**config.mk**
```make
export PLATFORM = sky130hd
export DESIGN_NAME = scan_counter_flat
export DESIGN_NICKNAME = d
export VERILOG_FILES = /design/src/rtl/scan_counter_if.sv /design/src/rtl/scan_counter.sv /design/src/flat_wrapper.sv
export SDC_FILE = /design/constraint.sdc
export NUM_CORES = 1
export LEC_CHECK = 0
export CORE_AREA = 2 2 147 149
export CTS_BUF_LIST = sky130_fd_sc_hd__clkbuf_2 sky130_fd_sc_hd__clkbuf_4 sky130_fd_sc_hd__clkbuf_8
export DETAILED_ROUTE_END_ITERATION = 10
export DIE_AREA = 0 0 149 151
export MAX_ROUTING_LAYER = met4
export SLEW_MARGIN = 10
export SYNTH_ARGS = -nofsm -noshare
export SYNTH_HDL_FRONTEND = slang
export SYNTH_SLANG_ARGS = --single-unit
```
**constraint.sdc**
```tcl
create_clock -name scan_counter_port_clk -period 6.76 [get_ports scan_counter_port_clk]
set_clock_uncertainty 0.05 [all_clocks]
set_input_delay 1.352 -clock scan_counter_port_clk [delete_from_list [all_inputs] [get_ports scan_counter_port_clk]]
set_output_delay 1.352 -clock scan_counter_port_clk [all_outputs]
set_load 0.05 [all_outputs]
```
**src/rtl/scan_counter_if.sv**
```systemverilog
// Control, count and display signals of scan_counter, bundled for a single port.
// The master side drives the controls and observes the count and display outputs.
interface scan_counter_if #(
  parameter int unsigned DIGITS = 4
);
  logic                  scan_counter_port_en;
  logic                  scan_counter_port_clr;
  logic                  scan_counter_port_load;
  logic [4*DIGITS-1:0]   scan_counter_port_load_val;
  logic                  scan_counter_port_mode;
  logic                  scan_counter_port_dir;
  logic [4:0]            scan_counter_port_factor;
  logic [DIGITS-1:0]     scan_counter_port_idp;
  logic [4*DIGITS-1:0]   scan_counter_port_value;
  logic                  scan_counter_port_carry;
  logic [6:0]            scan_counter_port_ssd;
  logic                  scan_counter_port_odp;
  logic [7:0]            scan_counter_port_an;

  modport master (
    output scan_counter_port_en,
    output scan_counter_port_clr,
    output scan_counter_port_load,
    output scan_counter_port_load_val,
    output scan_counter_port_mode,
    output scan_counter_port_dir,
    output scan_counter_port_factor,
    output scan_counter_port_idp,
    input  scan_counter_port_value,
    input  scan_counter_port_carry,
    input  scan_counter_port_ssd,
    input  scan_counter_port_odp,
    input  scan_counter_port_an
  );

  modport slave (
    input  scan_counter_port_en,
    input  scan_counter_port_clr,
    input  scan_counter_port_load,
    input  scan_counter_port_load_val,
    input  scan_counter_port_mode,
    input  scan_counter_port_dir,
    input  scan_counter_port_factor,
    input  scan_counter_port_idp,
    output scan_counter_port_value,
    output scan_counter_port_carry,
    output scan_counter_port_ssd,
    output scan_counter_port_odp,
    output scan_counter_port_an
  );
endinterface

```
**src/rtl/scan_counter.sv**
```systemverilog
// Multi-digit hex/BCD up/down counter with prescaler, wrap pulse and a
// time-multiplexed active-low seven-segment scan driver.
module scan_counter #(
  parameter int unsigned DIGITS   = 4,
  parameter int unsigned SCAN_DIV = 17
) (
  input  logic          scan_counter_port_clk,
  input  logic          scan_counter_port_rst,
  scan_counter_if.slave bus
);

  localparam int unsigned W        = 4 * DIGITS;
  localparam logic [2:0]  LAST_IDX = 3'(DIGITS - 1);

  logic [31:0]         p_q;
  logic [31:0]         mask;
  logic                tick;
  logic [W-1:0]        value_q;
  logic [W-1:0]        value_nxt;
  logic [W-1:0]        step_val;
  logic                wrap;
  logic                carry_q;
  logic                carry_nxt;
  logic [SCAN_DIV-1:0] refresh_q;
  logic [2:0]          idx_q;
  logic [3:0]          digit_sel;
  logic                dp_sel;
  logic [7:0]          an_c;

  // Up cascade: 9 and illegal digits both roll to 0 and pass the carry on.
  function automatic logic [W:0] bcd_up(input logic [W-1:0] v);
    logic [W-1:0] r;
    logic         c;
    r = v;
    c = 1'b1;
    for (int unsigned i = 0; i < DIGITS; i++) begin
      if (c) begin
        if (r[4*i +: 4] >= 4'd9) begin
          r[4*i +: 4] = 4'd0;
        end else begin
          r[4*i +: 4] = r[4*i +: 4] + 4'd1;
          c           = 1'b0;
        end
      end
    end
    return {c, r};
  endfunction

  // Down cascade: 0 borrows into the next digit; illegal digits settle at 9 without borrowing.
  function automatic logic [W:0] bcd_down(input logic [W-1:0] v);
    logic [W-1:0] r;
    logic         b;
    r = v;
    b = 1'b1;
    for (int unsigned i = 0; i < DIGITS; i++) begin
      if (b) begin
        if (r[4*i +: 4] == 4'd0) begin
          r[4*i +: 4] = 4'd9;
        end else if (r[4*i +: 4] > 4'd9) begin
          r[4*i +: 4] = 4'd9;
          b           = 1'b0;
        end else begin
          r[4*i +: 4] = r[4*i +: 4] - 4'd1;
          b           = 1'b0;
        end
      end
    end
    return {b, r};
  endfunction

  function automatic logic [6:0] glyph(input logic [3:0] d);
    logic [6:0] g;
    case (d)
      4'h0:    g = 7'b1000000;
      4'h1:    g = 7'b1111001;
      4'h2:    g = 7'b0100100;
      4'h3:    g = 7'b0110000;
      4'h4:    g = 7'b0011001;
      4'h5:    g = 7'b0010010;
      4'h6:    g = 7'b0000010;
      4'h7:    g = 7'b1111000;
      4'h8:    g = 7'b0000000;
      4'h9:    g = 7'b0010000;
      4'hA:    g = 7'b0001000;
      4'hB:    g = 7'b0000011;
      4'hC:    g = 7'b1000110;
      4'hD:    g = 7'b0100001;
      4'hE:    g = 7'b0000110;
      default: g = 7'b0001110;
    endcase
    return g;
  endfunction

  // Prescaler compare uses the live factor, so a change applies on the very next edge.
  always_comb begin
    mask = (32'd1 << bus.scan_counter_port_factor) - 32'd1;
    tick = bus.scan_counter_port_en & ((p_q & mask) == mask);
  end

  always_comb begin
    step_val = value_q;
    wrap     = 1'b0;
    if (!bus.scan_counter_port_mode) begin
      if (bus.scan_counter_port_dir) begin
        step_val = value_q + W'(1);
        wrap     = (value_q == '1);
      end else begin
        step_val = value_q - W'(1);
        wrap     = (value_q == '0);
      end
    end else if (bus.scan_counter_port_dir) begin
      {wrap, step_val} = bcd_up(value_q);
    end else begin
      {wrap, step_val} = bcd_down(value_q);
    end
  end

  always_comb begin
    value_nxt = value_q;
    carry_nxt = 1'b0;
    if (bus.scan_counter_port_clr) begin
      value_nxt = '0;
    end else if (bus.scan_counter_port_load) begin
      value_nxt = bus.scan_counter_port_load_val;
    end else if (tick) begin
      value_nxt = step_val;
      carry_nxt = wrap;
    end
  end

  always_ff @(posedge scan_counter_port_clk or negedge scan_counter_port_rst) begin
    if (!scan_counter_port_rst) begin
      p_q     <= '0;
      value_q <= '0;
      carry_q <= 1'b0;
    end else begin
      p_q     <= bus.scan_counter_port_clr ? '0 : p_q + 32'd1;
      value_q <= value_nxt;
      carry_q <= carry_nxt;
    end
  end

  always_ff @(posedge scan_counter_port_clk or negedge scan_counter_port_rst) begin
    if (!scan_counter_port_rst) begin
      refresh_q <= '0;
      idx_q     <= '0;
    end else begin
      refresh_q <= refresh_q + SCAN_DIV'(1);
      if (refresh_q == '1) begin
        idx_q <= (idx_q == LAST_IDX) ? 3'd0 : idx_q + 3'd1;
      end
    end
  end

  // Digit and dp select by compare loop, keeping every slice index constant.
  always_comb begin
    digit_sel = value_q[3:0];
    dp_sel    = bus.scan_counter_port_idp[0];
    for (int unsigned i = 0; i < DIGITS; i++) begin
      if (idx_q == 3'(i)) begin
        digit_sel = value_q[4*i +: 4];
        dp_sel    = bus.scan_counter_port_idp[i];
      end
    end
  end

  always_comb begin
    an_c        = '1;
    an_c[idx_q] = 1'b0;
  end

  assign bus.scan_counter_port_value = value_q;
  assign bus.scan_counter_port_carry = carry_q;
  assign bus.scan_counter_port_ssd   = glyph(digit_sel);
  assign bus.scan_counter_port_odp   = ~dp_sel;
  assign bus.scan_counter_port_an    = an_c;

endmodule
```
**src/flat_wrapper.sv**
```systemverilog
// flat-port wrapper written by rule: the top's interface ports become plain ports
module scan_counter_flat 
#(
  parameter int unsigned DIGITS   = 4,
  parameter int unsigned SCAN_DIV = 17
)
  (scan_counter_port_clk, scan_counter_port_rst, bus_scan_counter_port_en, bus_scan_counter_port_clr, bus_scan_counter_port_load, bus_scan_counter_port_load_val, bus_scan_counter_port_mode, bus_scan_counter_port_dir, bus_scan_counter_port_factor, bus_scan_counter_port_idp, bus_scan_counter_port_value, bus_scan_counter_port_carry, bus_scan_counter_port_ssd, bus_scan_counter_port_odp, bus_scan_counter_port_an);
  scan_counter_if #(.DIGITS(DIGITS)) bus_i ();
  input  logic scan_counter_port_clk;
  input  logic scan_counter_port_rst;
  input wire logic [$bits(bus_i.scan_counter_port_en)-1:0] bus_scan_counter_port_en;
  input wire logic [$bits(bus_i.scan_counter_port_clr)-1:0] bus_scan_counter_port_clr;
  input wire logic [$bits(bus_i.scan_counter_port_load)-1:0] bus_scan_counter_port_load;
  input wire logic [$bits(bus_i.scan_counter_port_load_val)-1:0] bus_scan_counter_port_load_val;
  input wire logic [$bits(bus_i.scan_counter_port_mode)-1:0] bus_scan_counter_port_mode;
  input wire logic [$bits(bus_i.scan_counter_port_dir)-1:0] bus_scan_counter_port_dir;
  input wire logic [$bits(bus_i.scan_counter_port_factor)-1:0] bus_scan_counter_port_factor;
  input wire logic [$bits(bus_i.scan_counter_port_idp)-1:0] bus_scan_counter_port_idp;
  output wire logic [$bits(bus_i.scan_counter_port_value)-1:0] bus_scan_counter_port_value;
  output wire logic [$bits(bus_i.scan_counter_port_carry)-1:0] bus_scan_counter_port_carry;
  output wire logic [$bits(bus_i.scan_counter_port_ssd)-1:0] bus_scan_counter_port_ssd;
  output wire logic [$bits(bus_i.scan_counter_port_odp)-1:0] bus_scan_counter_port_odp;
  output wire logic [$bits(bus_i.scan_counter_port_an)-1:0] bus_scan_counter_port_an;
  assign bus_i.scan_counter_port_en = bus_scan_counter_port_en;
  assign bus_i.scan_counter_port_clr = bus_scan_counter_port_clr;
  assign bus_i.scan_counter_port_load = bus_scan_counter_port_load;
  assign bus_i.scan_counter_port_load_val = bus_scan_counter_port_load_val;
  assign bus_i.scan_counter_port_mode = bus_scan_counter_port_mode;
  assign bus_i.scan_counter_port_dir = bus_scan_counter_port_dir;
  assign bus_i.scan_counter_port_factor = bus_scan_counter_port_factor;
  assign bus_i.scan_counter_port_idp = bus_scan_counter_port_idp;
  assign bus_scan_counter_port_value = bus_i.scan_counter_port_value;
  assign bus_scan_counter_port_carry = bus_i.scan_counter_port_carry;
  assign bus_scan_counter_port_ssd = bus_i.scan_counter_port_ssd;
  assign bus_scan_counter_port_odp = bus_i.scan_counter_port_odp;
  assign bus_scan_counter_port_an = bus_i.scan_counter_port_an;
  scan_counter #(.DIGITS(DIGITS), .SCAN_DIV(SCAN_DIV)) u_core (.scan_counter_port_clk(scan_counter_port_clk), .scan_counter_port_rst(scan_counter_port_rst), .bus(bus_i));
endmodule
```
==> flow_summary.toml <==
[die]
dieArea_um2 = 22500
die_h_um = 151
start_util_pct = 29.6
rows = 53
die_x_um = 149
io_pins = 65
coreArea_um2 = 20800

[cells_and_area]
multi_input_area_um2 = 4150
num_antenna_cells = 0
mostFrequentLayoutCell = "nor2_1"
layout_common_cells = "nor2_1 (70), dfrtp_1 (68), clkdlybuf4s50_1 (63)"
fin_nets = 879
regArea_um2 = 1700
num-fill-cells = 2215
final_layout_size_suffix_gt1_share_pct = 5.19
area_growth_pct = 17.7
final_area_um2 = 7250

[logic_synthesis]
synth.area.top_cells = "dfrtp_1 (28%), ha_1 (8.3%), o21ai_0 (4.6%), nor2_1 (4.3%), xor2_1 (3.7%)"
synth-edff-count = 0
synth_cell_type_count = 76
synth_ff_type = "dfrtp_1"
yosysTopAreaCell = "dfrtp_1"
seq_area_frac_synth_pct = 27.6
async_flop_share_pct = 100
synth_seq_cells = 68
ys_warn_count = 0
netlist_area_um2 = 6160
syn_inst = 767
postSynthAreaPerCell_um2 = 8.03
synth_nets = 841
synth_top_area_share_pct = 27.6

[timing]
finalSetupViolCount = 0
hold_viol = 0
fin_crit_ns = 5.38
maxSlewHeadroom_pct = 26.8
fin_crit_sh_pct = 79.6
tightest_slew_ns = 1.09
rsz0062_at_grt = "false"
slew_violations = 0
fin_setup_tns_ns = 0
fmax_mhz = 186

[critical_path]
worst-setup-path-type = "reg -> out"
critPathLaunchType = "register"
arrival_ns = 3.98
path_buf_inv = 4
required_ns = 5.36
crit_chain = "inv_1, ha_1, nor2b_1, a2bb2oi_1, o211ai_1, o21ai_0, inv_1, ha_1, inv_1, o31ai_1, clkdlybuf4s50_1"
slowest_stage = "clkdlybuf4s50_1"
endpoint_kind = "output port"
critical-path-max-stage-delay_ns = 0.86
crit_family = "buffers and inverters"
cpMostUsedCell = "inv_1"
cp_max_fo = 7

[clock_tree]
post_cts_resized = 0
clk_pin_slew_ns = 0.07
clockBufferDepth = 2
cts_setup_buffers = 0
cts_tree = "done"
clk_latency_ns = 0.36
cts_hold_buf = 0
cts.root.buffer_cell = "clkbuf_8"
htreeDepth = 3
cts.sinks = 68
cts_made_buffers = 9

[routing]
vias = 6028
wl_um = 18300
dr.pass1.iters = 5
drc = 0
wl_per_cell_um = 16.9
viasPerCell = 5.56
antenna_left = 0
drt_iter0_drc = 599

[flow_run]
max_cap_violations = 0

[outcome]
status = "complete, no violations"

[hold_path]
hp-class = "reg -> reg"

[global_routing]
grt_max_degree = 69
grt-ovfl-total = 0
antenna_found_initial = 0
grt_pass1_vias = 5685
grt_usage_pct = 16.9
grt_pass1_wl_um = 29600

[placed_design]
gp_congestion = 0.876
placed_area_um2 = 7000
io_buffers = 64
detailed_place_hpwl_um = 13000

[power_and_ir_drop]
power.density_nw_per_um2 = 168
vdd_drop_max_uv = 94.7
power.total_mw = 1.22
p_leak_nw = 2.90
-- stage by stage --
step	cells	hold WS, ns	setup WS, ns	utilization [%]
finish	1085	0.424	1.38	34.8
CTS	1085	0.423	1.36	34.8
global route	1085	0.440	1.02	34.8
floorplan	767	0.384	2.02	-
detailed placement	1069	0.408	1.15	33.6
global placement	1069	0.405	1.19	33.6
-- cells in the mapped netlist, drive strengths merged, types with 16 or more instances --
| library cell | count |
|---|---|
| a21oi | 39 |
| nand2 | 57 |
| ha | 41 |
| dfrtp | 68 |
| clkbuf | 30 |
| nor3 | 22 |
| o21ai | 60 |
| nand3 | 38 |
| nor2 | 70 |
| xor2 | 26 |
| inv | 28 |
| xnor2 | 25 |
| and3 | 16 |
-- state kept, by name (all words and copies together) (netlist names) --
name / count
u_core.bus.scan_counter_port_value: 16
u_core.refresh_q: 17
u_core.idx_q: 3
u_core.p_q: 31
u_core.bus.scan_counter_port_carry: 1
-- where the power goes --
group / internal, mW / switching (mW) / leakage, nW
clock network: 0.248 / 0.183 / 0.120
registers: 0.415 / 0.0318 / 0.920
logic: 0.136 / 0.207 / 1.86
-- cells by family (layout without fill, tap and decap cells) --
| kind of cell | count (synthesis) | in the layout | synth area share, % |
|---|---|---|---|
| and+or+nand+nor | 301 | 301 | 25.4 |
| AOI/OAI and AO/OA | 215 | 215 | 23.2 |
| buffers and inverters | 74 | 117 | 5.04 |
| DFF | 68 | 68 | 27.6 |
| xor gates and xnor gates | 51 | 51 | 7.25 |
| adders and majority gates | 42 | 42 | 8.66 |
| muxes | 16 | 16 | 2.89 |
-- metal layers --
layer | vias to the layer above | routed length (um) | GRT usage [%]
met4 | 0 | 372 | 5.10
li1 | 2908 | - | -
met3 | 32 | 954 | 2.71
met5 | - | 0 | -
met2 | 187 | 8810 | 27.7
met1 | 2901 | 8150 | 21.6
-- cell type report --
type / count / share of cell area (%)
Sequential cell: 68 / 23.5
Inverter: 29 / 1.50
Clock buffer: 9 / 1.71
Tap cell: 275 / 4.75
Timing Repair Buffer: 72 / 9.64
Clock inverter: 7 / 1.71
Multi-Input combinational cell: 625 / 57.2
-- final timing paths --
kind / from / end / slack, ns / cells after the start
setup / recovery: u_core.idx_q[1] / bus_scan_counter_port_ssd[0] / 1.38 / 11
hold reg to reg: u_core.refresh_q[0] / u_core.refresh_q[0] / 0.42 / 1
max in group asynchronous: scan_counter_port_rst / u_core.p_q[18] / 4.98 / 1
hold / removal: u_core.refresh_q[0] / u_core.refresh_q[0] / 0.42 / 1
setup reg to reg: u_core.bus.scan_counter_port_value[8] / u_core.bus.scan_counter_port_value[12] / 3.44 / 10
min in group asynchronous: scan_counter_port_rst / u_core.refresh_q[12] / 1.08 / 1
Note: power is estimated with default switching activity, not from simulation.
==> variant 1: new RTL, config.mk and constraints unchanged <==
`p_q` and `value_q` no longer have a reset.
--- a/src/rtl/scan_counter.sv
+++ b/src/rtl/scan_counter.sv
@@ -130,14 +130,15 @@
 
   always_ff @(posedge scan_counter_port_clk or negedge scan_counter_port_rst) begin
     if (!scan_counter_port_rst) begin
-      p_q     <= '0;
-      value_q <= '0;
       carry_q <= 1'b0;
     end else begin
-      p_q     <= bus.scan_counter_port_clr ? '0 : p_q + 32'd1;
-      value_q <= value_nxt;
       carry_q <= carry_nxt;
     end
+  end
+
+  always_ff @(posedge scan_counter_port_clk) begin
+    p_q     <= bus.scan_counter_port_clr ? '0 : p_q + 32'd1;
+    value_q <= value_nxt;
   end
 
   always_ff @(posedge scan_counter_port_clk or negedge scan_counter_port_rst) begin
Behaviour: not the same (a bounded check fails within 4 cycles, from zero or initial values and one cycle with scan_counter_port_rst low).
==> variant 1 against the original RTL <==
- area after synthesis fell by 4.2%
- utilization shrank 1.4 points
- routed wire length down 2.9%
- sequential cell count did not move
- total power is 8.2% lower
- design area decreased by 4.0%
- critical path depth down 1
- worst setup slack got worse by 0.19 ns
- critical path type unchanged
- highest routed layer unchanged
==> variant 1: results (changes against the original RTL) <==
| Metric | Value |
|---|---|
| Placed wire-length estimate | 13.0 mm (about the same) |
| Iter 0 DRT Violations | 468 (was 599) |
| Multi-In Gates | 623 (was 625) |
| Non-clk buf share | 10.2% (was 9.64%) |
| Yosys cell types | 78 (was 76) |
| Crit path DAT | 4.18 ns (was 3.98 ns) |
| Synth Instances | 768 (was 767) |
| Final #Nets | 883 (was 879) |
| Register area share after synthesis | 24.9% (was 27.6%) |
| Ys async rst share | 30.9% (was 100%) |
| Crit. Startpoint | u_core.idx_q[0] (was u_core.idx_q[1]) |
| Reg-to-reg startpoint | u_core.bus.scan_counter_port_value[3] (was u_core.bus.scan_counter_port_value[8]) |
| FF+latch area | 1470 um^2 (was 1700 um^2) |
| Initial antenna violation count | 1 (was 0) |
| Largest net degree at the start of global routing | 47 (was 69) |
| Gr usage total | 16.3% (was 16.9%) |
| Non-Clock Buffer Count | 74 (was 72) |
| Final GP Congestion | 0.896 (was 0.876) |
| Antenna diode count | 1 (was 0) |
| DP Area | 6750 um^2 (was 7000 um^2) |
| Top post-synthesis cells by area | dfxtp_1, dfrtp_1, ha_1 (was dfrtp_1, ha_1, o21ai_0) |
| Ys flop type | dfxtp_1 (was dfrtp_1) |
| Lkg Pwr | 2.55 nW (was 2.90 nW) |
| Top Family by Delay on Critical Path | compound AO/OA/AOI/OAI gates (was buffers and inverters) |
| Top cells by count, synth | nor2_1, nand2_1, a21oi_1 (was nor2_1, dfrtp_1, nand2_1, o21ai_0, ha_1) |
| Fraction of area in multi-input gates | 58.9% (was 57.2%) |
| First-pass GRT wire length | 28.5 mm (was 29.6 mm) |
| Drt first pass iters | 7 (was 5) |
| Syn nets | 840 (was 841) |
| Number of global-route vias before repair | 5500 (was 5685) |
| Peak VDD IR | 73.4 uV (was 94.7 uV) |
| Pre-CTS setup slack | 0.919 ns (was 1.15 ns) |
| Via/cell ratio | 5.44 (was 5.56) |
| Inverters | 35 (was 29) |
| Hold path startpoint | u_core.refresh_q[5] (was u_core.refresh_q[0]) |
| Placed cell count | 1075 (was 1069) |
| Fill cell count | 2249 (was 2215) |
| Layout Utilization | 33.4% (was 34.8%) |
| Clkbuf count | 12 (was 9) |
| Flip-flop and latch count | 68 (unchanged) |
| Clock-cell share | 2.95% (was 3.42%) |
| Slew HR | 33.3% (was 26.8%) |
| Deepest clock path buffer count | 2 (unchanged) |
| Post-CTS sizing | 0 (unchanged) |
| Worst path slowest cell | clkdlybuf4s50_1 (unchanged) |
| Outcome | complete, no violations (unchanged) |
| Skew-Pair Late Insertion Delay | 0.38 ns (was 0.36 ns) |
## variant 1: changes by cell type after synthesis, sizes merged, moves of 6 or more
cell   before  now
dfrtp      68   21
xnor2      25   33
nor2       70   83
dfxtp       0   47
xor2       26   20
nand2      57   68
o21ai      60   46
a21oi      39   50
## variant 1: worst register-to-register path, cell delays in order, from the launching register on
cell and delay (ns):
dfxtp_1 0.72, ha_1 0.40, and3_1 0.19, a221oi_1 0.40, a2111oi_0 0.17, buf_4 0.18
o311ai_0 0.34, a21oi_1 0.11, o21ai_0 0.19, or4b_1 0.45, o211ai_1 0.09
## variant 1: cells by family after synthesis
group                      count (synthesis)  synth area share [%]
AOI/OAI and AO/OA                        204                  23.7
xor gates and xnor gates                  53                  7.87
adders and majority gates                 40                  8.61
buffers and inverters                     77                  5.73
DFF                                       68                  24.9
muxes                                     11                  1.93
and+or+nand+nor                          315                  27.3
## variant 1: final timing paths
check | cells after the start | slack, ns | end
min reg2reg | 1 | 0.42 | u_core.refresh_q[5]
max | 10 | 1.18 | bus_scan_counter_port_ssd[1]
max in group asynchronous | 1 | 4.64 | u_core.refresh_q[12]
max reg2reg | 10 | 3.39 | u_core.bus.scan_counter_port_value[15]
min in group asynchronous | 1 | 1.45 | u_core.idx_q[1]
min | 1 | 0.42 | u_core.refresh_q[5]
## variant 1: report_power, final
group | total (W) | switching, W | internal [W] | leakage, nW
registers | 0.000436 | 0.0000257 | 0.000410 | 0.662
logic | 0.000314 | 0.000190 | 0.000124 | 1.79
clock network | 0.000369 | 0.000175 | 0.000193 | 0.102
total | 0.00112 | 0.000391 | 0.000728 | 2.55
## variant 1: per-layer routing
layer	vias to the layer above	GRT usage [%]	routed length, um
li1	2902	-	-
met3	34	2.65	1150
met2	194	26.3	8340
met5	-	-	0
met4	0	6.86	410
met1	2805	20.3	7870
==> variant 2: new RTL, config.mk and constraints unchanged <==
Made on the original files. `SCAN_DIV` is set to 17 in 2 places; all go to 34.
--- a/src/rtl/scan_counter.sv
+++ b/src/rtl/scan_counter.sv
@@ -2,7 +2,7 @@
 // time-multiplexed active-low seven-segment scan driver.
 module scan_counter #(
   parameter int unsigned DIGITS   = 4,
-  parameter int unsigned SCAN_DIV = 17
+  parameter int unsigned SCAN_DIV = 34
 ) (
   input  logic          scan_counter_port_clk,
   input  logic          scan_counter_port_rst,
--- a/src/flat_wrapper.sv
+++ b/src/flat_wrapper.sv
@@ -2,7 +2,7 @@
 module scan_counter_flat 
 #(
   parameter int unsigned DIGITS   = 4,
-  parameter int unsigned SCAN_DIV = 17
+  parameter int unsigned SCAN_DIV = 34
 )
   (scan_counter_port_clk, scan_counter_port_rst, bus_scan_counter_port_en, bus_scan_counter_port_clr, bus_scan_counter_port_load, bus_scan_counter_port_load_val, bus_scan_counter_port_mode, bus_scan_counter_port_dir, bus_scan_counter_port_factor, bus_scan_counter_port_idp, bus_scan_counter_port_value, bus_scan_counter_port_carry, bus_scan_counter_port_ssd, bus_scan_counter_port_odp, bus_scan_counter_port_an);
   scan_counter_if #(.DIGITS(DIGITS)) bus_i ();
Behaviour: same outputs for any inputs over 4 cycles, from zero or initial values and one cycle with scan_counter_port_rst low; that may be too few to reach the edited logic, so the function may still have changed.
==> variant 2 against the original RTL <==
- cell count rose by 8.8%
- register-to-register slack improved by 0.21 ns
- routed wire length rose by 4.2%
- critical endpoint is now bus_scan_counter_port_ssd[3]
- utilization rose by 3.6 points
- area after synthesis rose by 12%
- largest power group unchanged
- sequential cell count rose by 17
- total power rose by 5.6%
- critical path type unchanged
- worst setup slack got worse by 0.014 ns
- design area rose by 10%
==> variant 2: results (changes against the original RTL) <==
| Metric | Value |
|---|---|
| Outcome | complete, no violations (unchanged) |
| Layout cell share with drive strength beyond 1 | 4.75% (was 5.19%) |
| Fill cell count | 2198 (was 2215) |
| Syn nets | 930 (was 841) |
| Flop2flop setup slack | 3.65 ns (was 3.44 ns) |
| CP endpoint | bus_scan_counter_port_ssd[3] (was bus_scan_counter_port_ssd[0]) |
| Post-Synth Adder-Cell Area | 7.53% (was 8.66%) |
| Final #Nets | 973 (was 879) |
| Reg-to-reg startpoint | u_core.bus.scan_counter_port_value[2] (was u_core.bus.scan_counter_port_value[8]) |
| Compound-Gate Fraction of Synth Area | 19.6% (was 23.2%) |
| Yosys cell types | 65 (was 76) |
| R2r worst-path depth | 8 (was 10) |
| Max FFs per register | 34 (was 31) |
| GR Util met1 | 24.3% (was 21.6%) |
| CTS clk-pin slew, worst paths | 0.11 ns (was 0.07 ns) |
| Largest net degree at the start of global routing | 60 (was 69) |
| Slew HR | 49.4% (was 26.8%) |
| Peak VDD IR | 117 uV (was 94.7 uV) |
| Final GP Congestion | 0.899 (was 0.876) |
| Crit path DAT | 4.00 ns (was 3.98 ns) |
| Drt first pass iters | 4 (was 5) |
| M3 GR Usage | 2.29% (was 2.71%) |
| DP Area | 7800 um^2 (was 7000 um^2) |
| Iter 0 DRT Violations | 438 (was 599) |
| Register area share after synthesis | 30.8% (was 27.6%) |
| Post-Layout Cell Count | 1180 (was 1085) |
| DR WL/cell | 16.2 um (was 16.9 um) |
| Lkg Pwr | 3.24 nW (was 2.90 nW) |
| Number of global-route vias before repair | 5993 (was 5685) |
| Pre-CTS setup slack | 1.29 ns (was 1.15 ns) |
| FF-to-FF End | u_core.bus.scan_counter_port_value[15] (was u_core.bus.scan_counter_port_value[12]) |
| XOR/XNOR Fraction of Synth Area | 8.87% (was 7.25%) |
| Crit. Startpoint | u_core.idx_q[0] (was u_core.idx_q[1]) |
| Tcrit/Tclk final | 79.8% (was 79.6%) |
| First-pass GRT wire length | 31.5 mm (was 29.6 mm) |
| Initial antenna violation count | 0 (unchanged) |
| Synth Instances | 857 (was 767) |
| Skew-Pair Late Insertion Delay | 0.38 ns (was 0.36 ns) |
[variant 2: changes by cell type in the layout (fill, tap and decap cells not counted), moves of 10 or more]
| cell | unedited run | this run |
|---|---|---|
| dfrtp_1 | 68 | 85 |
| nand2_1 | 57 | 72 |
| xnor2_1 | 25 | 35 |
| a21oi_1 | 39 | 58 |
| nor2_1 | 70 | 88 |
[variant 2: power by group through the flow]
stage | logic, W | registers [W] | clock network [W]
after floorplan | 0.000241 | 0.000569 | 0
after global placement | 0.000372 | 0.000561 | 0
after detailed placement | 0.000370 | 0.000561 | 0
after CTS | 0.000371 | 0.000551 | 0.000381
after global routing | 0.000409 | 0.000554 | 0.000403
final | 0.000371 | 0.000551 | 0.000367
[variant 2: layout make-up]
cell class	count	area [um^2]	area share [%]
clock buffers	9	124	1.55
repair buffers	77	736	9.20
well taps	275	344	4.30
inverters	32	120	1.50
clock inverters	7	76.3	0.954
flip-flops and latches	85	2130	26.6
multi-input cells	695	4470	55.9
[variant 2: worst min-delay path by stage]
stage | from | cells past startpoint | slack [ns] | endpoint
final | u_core.refresh_q[30] | 1 | 0.42 | u_core.refresh_q[30]
after global routing | u_core.refresh_q[28] | 1 | 0.45 | u_core.refresh_q[28]
after CTS | u_core.refresh_q[30] | 1 | 0.42 | u_core.refresh_q[30]
after detailed placement | u_core.refresh_q[30] | 1 | 0.40 | u_core.refresh_q[30]
after global placement | u_core.refresh_q[30] | 1 | 0.40 | u_core.refresh_q[30]
after floorplan | u_core.refresh_q[30] | 1 | 0.38 | u_core.refresh_q[30]
[variant 2: layer usage]
metal	vias up	routed length, um
met2	151	8730
li1	3191	-
met4	0	341
met1	3008	9250
met5	-	0
met3	23	748
